### src/rtl/multicycle_ctrl.sv
// Multicycle control FSM: sequences FETCH/DECODE/EXEC/MEM/WB for the RISC datapath,
// with a memory-ready handshake, a wait watchdog and sticky status flags.
module multicycle_ctrl #(
    parameter int OPW      = 4,
    parameter int WAIT_MAX = 15
) (
    input  logic           clk,
    input  logic           rst,
    input  logic [OPW-1:0] opcode,
    input  logic           zero,
    input  logic           mem_ready,
    output logic [1:0]     M2,
    output logic           reg_we,
    output logic           alu_src,
    output logic [1:0]     alu_op,
    output logic           pc_we,
    output logic [1:0]     pc_src,
    output logic           ir_we,
    output logic           mem_re,
    output logic           mem_we,
    output logic [2:0]     state,
    output logic           halted,
    output logic           illegal,
    output logic           mem_err
);

    localparam int CW = $clog2(WAIT_MAX + 1);

    typedef enum logic [2:0] {
        S_FETCH  = 3'd0,
        S_DECODE = 3'd1,
        S_EXEC   = 3'd2,
        S_MEM    = 3'd3,
        S_WB     = 3'd4,
        S_HALT   = 3'd5
    } state_t;

    localparam logic [OPW-1:0] OP_RTYPE = OPW'(0);
    localparam logic [OPW-1:0] OP_ADDI  = OPW'(1);
    localparam logic [OPW-1:0] OP_LW    = OPW'(2);
    localparam logic [OPW-1:0] OP_SW    = OPW'(3);
    localparam logic [OPW-1:0] OP_BEQ   = OPW'(4);
    localparam logic [OPW-1:0] OP_JAL   = OPW'(5);
    localparam logic [OPW-1:0] OP_J     = OPW'(6);
    localparam logic [OPW-1:0] OP_HALT  = OPW'(15);

    state_t         state_q, state_d;
    logic [OPW-1:0] op_q;
    logic [CW-1:0]  wait_q;
    logic           halted_q, illegal_q, mem_err_q;

    logic           set_illegal;
    logic           timeout;
    logic           mem_phase;

    logic [1:0]     m2_c, alu_op_c, pc_src_c;
    logic           reg_we_c, alu_src_c, pc_we_c, ir_we_c, mem_re_c, mem_we_c;

    // Handshake: mem_re/mem_we are held high for the whole access; the access
    // completes on the first cycle mem_ready is sampled high alongside the request.
    assign mem_phase = (state_q == S_FETCH) || (state_q == S_MEM);
    assign timeout   = mem_phase && !mem_ready && (wait_q == CW'(WAIT_MAX));

    always_comb begin
        state_d     = state_q;
        set_illegal = 1'b0;
        m2_c        = 2'd0;
        reg_we_c    = 1'b0;
        alu_src_c   = 1'b0;
        alu_op_c    = 2'd0;
        pc_we_c     = 1'b0;
        pc_src_c    = 2'd0;
        ir_we_c     = 1'b0;
        mem_re_c    = 1'b0;
        mem_we_c    = 1'b0;

        case (state_q)
            S_FETCH: begin
                mem_re_c = 1'b1;
                if (mem_ready) begin
                    ir_we_c = 1'b1;
                    pc_we_c = 1'b1;
                    state_d = S_DECODE;
                end else if (timeout) begin
                    state_d = S_HALT;
                end
            end
            S_DECODE: begin
                case (opcode)
                    OP_RTYPE, OP_ADDI, OP_LW, OP_SW,
                    OP_BEQ, OP_JAL, OP_J:         state_d = S_EXEC;
                    OP_HALT:                      state_d = S_HALT;
                    default: begin
                        set_illegal = 1'b1;
                        state_d     = S_FETCH;
                    end
                endcase
            end
            S_EXEC: begin
                case (op_q)
                    OP_RTYPE: begin
                        alu_op_c = 2'd2;
                        state_d  = S_WB;
                    end
                    OP_ADDI: begin
                        alu_src_c = 1'b1;
                        state_d   = S_WB;
                    end
                    OP_LW, OP_SW: begin
                        alu_src_c = 1'b1;
                        state_d   = S_MEM;
                    end
                    OP_BEQ: begin
                        alu_op_c = 2'd1;
                        pc_we_c  = zero;
                        pc_src_c = 2'd1;
                        state_d  = S_FETCH;
                    end
                    OP_J: begin
                        pc_we_c  = 1'b1;
                        pc_src_c = 2'd2;
                        state_d  = S_FETCH;
                    end
                    OP_JAL: begin
                        // The datapath captures PC into the link path before this update.
                        pc_we_c  = 1'b1;
                        pc_src_c = 2'd2;
                        state_d  = S_WB;
                    end
                    default: state_d = S_FETCH;
                endcase
            end
            S_MEM: begin
                mem_re_c = (op_q == OP_LW);
                mem_we_c = (op_q == OP_SW);
                if (mem_ready) begin
                    state_d = (op_q == OP_LW) ? S_WB : S_FETCH;
                end else if (timeout) begin
                    state_d = S_HALT;
                end
            end
            S_WB: begin
                reg_we_c = 1'b1;
                case (op_q)
                    OP_RTYPE: m2_c = 2'd1;
                    OP_JAL:   m2_c = 2'd2;
                    default:  m2_c = 2'd0;
                endcase
                state_d = S_FETCH;
            end
            S_HALT:  state_d = S_HALT;
            default: state_d = S_FETCH;
        endcase
    end

    always_ff @(posedge clk) begin
        if (rst) begin
            state_q   <= S_FETCH;
            op_q      <= '0;
            wait_q    <= '0;
            halted_q  <= 1'b0;
            illegal_q <= 1'b0;
            mem_err_q <= 1'b0;
        end else begin
            state_q <= state_d;
            if (state_q == S_DECODE) begin
                op_q <= opcode;
            end
            // Saturating wait counter, restarted on any state change or ready.
            if ((state_d != state_q) || mem_ready) begin
                wait_q <= '0;
            end else if (mem_phase && (wait_q != CW'(WAIT_MAX))) begin
                wait_q <= wait_q + CW'(1);
            end
            if (state_d == S_HALT) begin
                halted_q <= 1'b1;
            end
            if (set_illegal) begin
                illegal_q <= 1'b1;
            end
            if (timeout) begin
                mem_err_q <= 1'b1;
            end
        end
    end

    // Reset suppresses every strobe combinationally so an abandoned access ends at once.
    assign M2      = rst ? 2'd0 : m2_c;
    assign reg_we  = rst ? 1'b0 : reg_we_c;
    assign alu_src = rst ? 1'b0 : alu_src_c;
    assign alu_op  = rst ? 2'd0 : alu_op_c;
    assign pc_we   = rst ? 1'b0 : pc_we_c;
    assign pc_src  = rst ? 2'd0 : pc_src_c;
    assign ir_we   = rst ? 1'b0 : ir_we_c;
    assign mem_re  = rst ? 1'b0 : mem_re_c;
    assign mem_we  = rst ? 1'b0 : mem_we_c;

    assign state   = state_q;
    assign halted  = halted_q;
    assign illegal = illegal_q;
    assign mem_err = mem_err_q;

endmodule

### config.mk
export PLATFORM = sky130hd
export DESIGN_NAME = multicycle_ctrl
export DESIGN_NICKNAME = d
export VERILOG_FILES = /design/src/rtl/multicycle_ctrl.sv
export SDC_FILE = /design/constraint.sdc
export NUM_CORES = 1
export LEC_CHECK = 0
export BUFFER_PORTS_ARGS = -buffer_cell sky130_fd_sc_hd__buf_2
export CAP_MARGIN = 15
export CORE_UTILIZATION = 54
export DETAILED_ROUTE_END_ITERATION = 16
export PLACE_DENSITY = 0.8
export SYNTH_ARGS = -nofsm -noshare
export SYNTH_HDL_FRONTEND = slang
export SYNTH_SLANG_ARGS = --single-unit
### constraint.sdc
create_clock -name clk -period 3.3 [get_ports clk]
set_clock_uncertainty 0.15 [all_clocks]
set_input_delay 0.165 -clock clk [delete_from_list [all_inputs] [get_ports clk]]
set_output_delay 0.165 -clock clk [all_outputs]
set_load 0.02 [all_outputs]
# Word-level counts from Yosys, hierarchy flattened
# Index checks and enable logic that the tools add are counted.
# totals
reg_bits	14
in_bits	8
# op_classes
n_addsub	1
eq_ne	22
mux	33
reduce_logical	16
# ops
cell	n
4-bit by 3-bit equality test with 1-bit output, second input constant	6
4-bit by 2-bit equality test with 1-bit output, second input constant	4
3-bit one-hot mux with 5 select lines	1
1-bit 2-to-1 mux	14
2-bit 2-to-1 mux	6
3-bit 2-to-1 mux	4
2-bit one-hot mux with 2 select lines	3
3-bit one-hot mux with 2 select lines	2
3-bit equality test, second input constant	3
4-bit by 1-bit equality test with 1-bit output, second input constant	2
4-bit equality test, second input constant	2
4-bit zero test	2
8-bit OR reduction	1
7-bit OR reduction	1
3-bit by 2-bit equality test with 1-bit output, second input constant	2
1-bit one-hot mux with 2 select lines	3
2-bit OR reduction	3
3-bit OR reduction	2
4-bit by 1-bit adder with 4-bit output, second input constant	1
4-bit != test, second input constant	1
3-bit by 1-bit equality test with 1-bit output, second input constant	1
1-bit logical AND	3
3-bit zero test	1
3-bit != test	1
other kinds (2)	3

# Longest topological paths before layout
# logic_depth
word_depth	10
ltp_mapped	6
ltp_nobuf	6

# Worst setup path before layout
# No wires, ideal clock.
# synth_timing
path_type	reg2out
startpoint	reg state_q[2], in the netlist state[2]
endpoint	out M2[1]
t_arrival_ns	1.833
setup_slack_ns	1.152
stages_incl_launch_ff	5
path_cell_list	dfxtp_1 > buf_2 > clkbuf_1 > nand3b_1 > nor4b_1
# synth_via
elab_chain_cells	3
# synth_rtl
item	line	text
from (decl)	47	state_t state_q, state_d;
from (signal assigned)	165	state_q <= state_d;
3-bit equality test	77	case (state_q)
2-bit 2-to-1 mux	77	
2-bit 2-to-1 mux	188	assign M2 = rst ? 2'd0 : m2_c;
to (decl)	12	output logic [1:0] M2,
# No other way between the ends.

# Worst setup path after layout
# layout_timing
startpoint	reg state_q[1], in the netlist state[1]
endpoint	out alu_op[1]
# layout_via
elab_chain_cells	3
# layout_rtl
item	line	text
3-bit by 2-bit equality test with 1-bit output	77	
2-bit 2-to-1 mux	77	
2-bit 2-to-1 mux	191	assign alu_op = rst ? 2'd0 : alu_op_c;
to (decl)	15	output logic [1:0] alu_op,
# No other way between the ends.

==> impl_metrics.csv <==
group,metric,value,unit
yosys,synth_area_leaders,"dfxtp_1, a21oi_1, nor2_1",
global_route,grt_overflow,0,
power,p_leak,0.471,nW
critical_path,worstReg2RegEnd,"wait_q[0]$_SDFFE_PP0P_",
sta,holdWs,29.2,ps
floorplanning,die_h,43.9,µm
sta,tightest_slew,666,ps
critical_path,worstPathBufferInverterCount,1,
power,p_per_area,357,nW/µm²
clock_tree,htreeDepth,1,
cells_and_area,syn2layout_area_growth,18.1,%
yosys,postSynthCellCount,124,
yosys,synth_nets,133,
global_route,grt_pass1_wl,3.84,mm
status,violations,"DRC",
drt,wirelength,2.36,mm
min_path,hold_end,"op_q[3]$_SDFFE_PP0P_",
drt,final_antenna_net_count,0,
clock_tree,cts_setup_buffers,0,
critical_path,critPathRequiredTime,2980,ps
sta,final.setup.tns,0,ps
floorplanning,start_util,60.0,%
global_route,met2_usage,45.1,%
sta,setup_violations,0,
clock_tree,insertion_delay,280,ps
clock_tree,hold_buffers,3,
global_route,antenna_found_initial,0,
drt,drc,1,
cells_and_area,postLayoutCoreUtil,70.9,%
yosys,synth_top_cell_by_area,"dfxtp_1",
clock_tree,cts.clk_slew.worst_paths,80,ps
critical_path,start_kind,"flop",
sta,hold_viol_final,0,
critical_path,critPathArrivalTime,1850,ps
yosys,yosysUniqueCellTypes,40,
run,cap_violations,0,
drt,first_iter_violations,35,
global_route,grt_max_degree,20,
yosys,synth_edf_count,0,
clock_tree,cts_sinks,14,
power,switchingPower,0.000121,W
floorplanning,pin_count,26,
global_route,grt_util_met1,33.6,%
clock_tree,root_buffer,"clkbuf_4",
floorplanning,std_cell_rows,14,
cells_and_area,final_cell_mix,"buf_2, nor2_1, dfxtp_1",
critical_path,end_kind,"output pin",
yosys,netlist_area,946,µm²
placed_design,hpwl,1.65,mm
yosys,ys.flop_type,"dfxtp_1",
min_path,hp-class,"in -> reg",
global_route,grt_pass1_vias,949,
cells_and_area,final_net_count,158,
cells_and_area,final_common_cell,"buf_2",
cells_and_area,fillerInstances,127,
critical_path,path_max_fanout,16,
yosys,async_reset_ff_share,0,%
min_path,hp-start,"opcode[3]",
placed_design,gp_congestion,0.860,
cells_and_area,layout-drive-gt1-share,23.6,%
drt,vias_per_cell,6.29,
yosys,synth_top_area_share,29.6,%
sta,fin_crit_sh,65.6,%
clock_tree,cts_inserted_buffers,3,
critical_path,r2r_slack,1310,ps
critical_path,slowest_stage,"dfxtp_1",
yosys,yosys_warnings,0,
global_route,use_met3,1.25,%
critical_path,reg2reg_depth,5,
min_path,hold_path_depth,3,
global_route,grt-busiest-layer,"met2",
global_route,grt_usage,26.2,%
yosys,synth.ff_latch_count,14,
clock_tree,cts_tree,"done",
power,seqPwrFrac,48.3,%
drt,post_drt_wl_per_cell,14.4,µm
yosys,avgSynthCellArea,7.63,µm²
drt,num_vias,1032,
power,ir_drop,0.296,mV
sta,period_minus_slack,2160,ps
cells_and_area,antennaDiodeCount,0,
critical_path,crit_cells,4,
floorplanning,coreArea,1580,µm²
floorplanning,die_w,43.9,µm
sta,slew_headroom,55.6,%
drt,firstDrtPassIters,12,
placed_design,port_buffers,25,
power,pwr-share-clk,30.3,%
critical_path,path_cells,"nor2b_1 > nand2_1 > nor4_1 > buf_2",
floorplanning,die_area,1920,µm²
critical_path,critPathTopFamily,"flip-flops",
critical_path,worstSetupPathType,"reg -> out",
sta,setup_ws,1140,ps
clock_tree,clockBufferDepth,2,
yosys,seq_area_frac_synth,29.6,%
critical_path,r2r-start,"state[0]$_SDFF_PP0_",
power,internal_power,0.000279,W
sta,rsz0062_at_grt,"false",
power,comb_power_share,21.4,%
clock_tree,ctsResizeCount,0,
power,switching_share,30.3,%
sta,max_freq,0.462,GHz
sta,drv_slew,0,
critical_path,max_stage_delay,680,ps
status,status,"complete, but fails checks",
placed_design,dp_slack,1320,ps
-- cell type report --
cell class                      instances  area (µm²)  area share, %
Clock buffer                            4        36.3           3.25
Inverter                                4        15.0           1.34
Multi-Input combinational cell         98         611           54.6
Sequential cell                        14         280           25.1
Tap cell                               16        20.0           1.79
Timing Repair Buffer                   28         155           13.9
-- worst register-to-register path, delay by kind of cell (launching register included) --
family,cells,cell delay (ps)
DFF,1,630
and+or+nand+nor,3,560
AOI/OAI and AO/OA,2,600
-- logic make-up (layout without fill, tap and decap cells) --
family                     count (synthesis)  in the layout  synth area share (%)
xor gates and xnor gates                   4              4                  3.70
and+or+nand+nor                           57             57                  33.2
muxes                                      3              3                  3.17
DFF                                       14             14                  29.6
adders and majority gates                  1              1                  1.32
AOI/OAI and AO/OA                         33             33                  23.1
buffers and inverters                     12             36                  5.82
-- through the flow --
step	area (µm²)	power (W)	cells
floorplan	946	0.000256	124
global placement	1050	0.000275	157
detailed placement	1050	0.000278	157
CTS	1120	0.000401	164
global route	1120	0.000418	164
finish	1120	0.000399	164
-- worst max path at each step --
stage,from,end,slack (ps)
2_1_floorplan,state[2]$_SDFF_PP0_,M2[1],1150
3_3_place_gp,op_q[1]$_SDFFE_PP0P_,wait_q[1]$_SDFFE_PP0P_,1410
3_5_place_dp,state[0]$_SDFF_PP0_,wait_q[0]$_SDFFE_PP0P_,1320
4_1_cts,state[1]$_SDFF_PP0_,alu_op[1],1160
5_1_grt,state[1]$_SDFF_PP0_,alu_op[1],990
6_report,state[1]$_SDFF_PP0_,alu_op[1],1140
-- Yosys cell counts, types with 2 or more instances --
library cell	instances
nor2_1	15
dfxtp_1	14
a21oi_1	12
nand2_1	7
o21ai_0	6
nor3_1	5
nor4_1	5
a31oi_1	4
clkbuf_1	4
inv_1	4
nand2b_1	4
nor2b_1	4
and3_1	3
mux2i_1	3
nand4_1	3
xor2_1	3
buf_2	2
nand3_1	2
nand3b_1	2
nor4b_1	2
-- power by group through the flow --
stage          Sequential, W  Combinational, W  Clock [W]
5_1_grt             0.000195         0.0000937   0.000130
3_5_place_dp        0.000196         0.0000814          0
6_report            0.000193         0.0000855   0.000121
2_1_floorplan       0.000189         0.0000671          0
3_3_place_gp        0.000195         0.0000800          0
4_1_cts             0.000192         0.0000846   0.000124
-- flip-flops by register name, summed over array words and instances (netlist names) --
signal   count
halted       1
illegal      1
op_q         4
wait_q       4
state        3
mem_err      1
-- routing by layer --
metal  share of wire (%)  wire length [µm]  vias to the layer above
met1                  45              1070                      483
met2                  47              1120                       40
met4                 1.3                31                        0
met5                   0                 0                        -
met3                 6.0               141                        4
li1                    -                 -                      505
No activity file was read; power rests on OpenSTA's default activity.
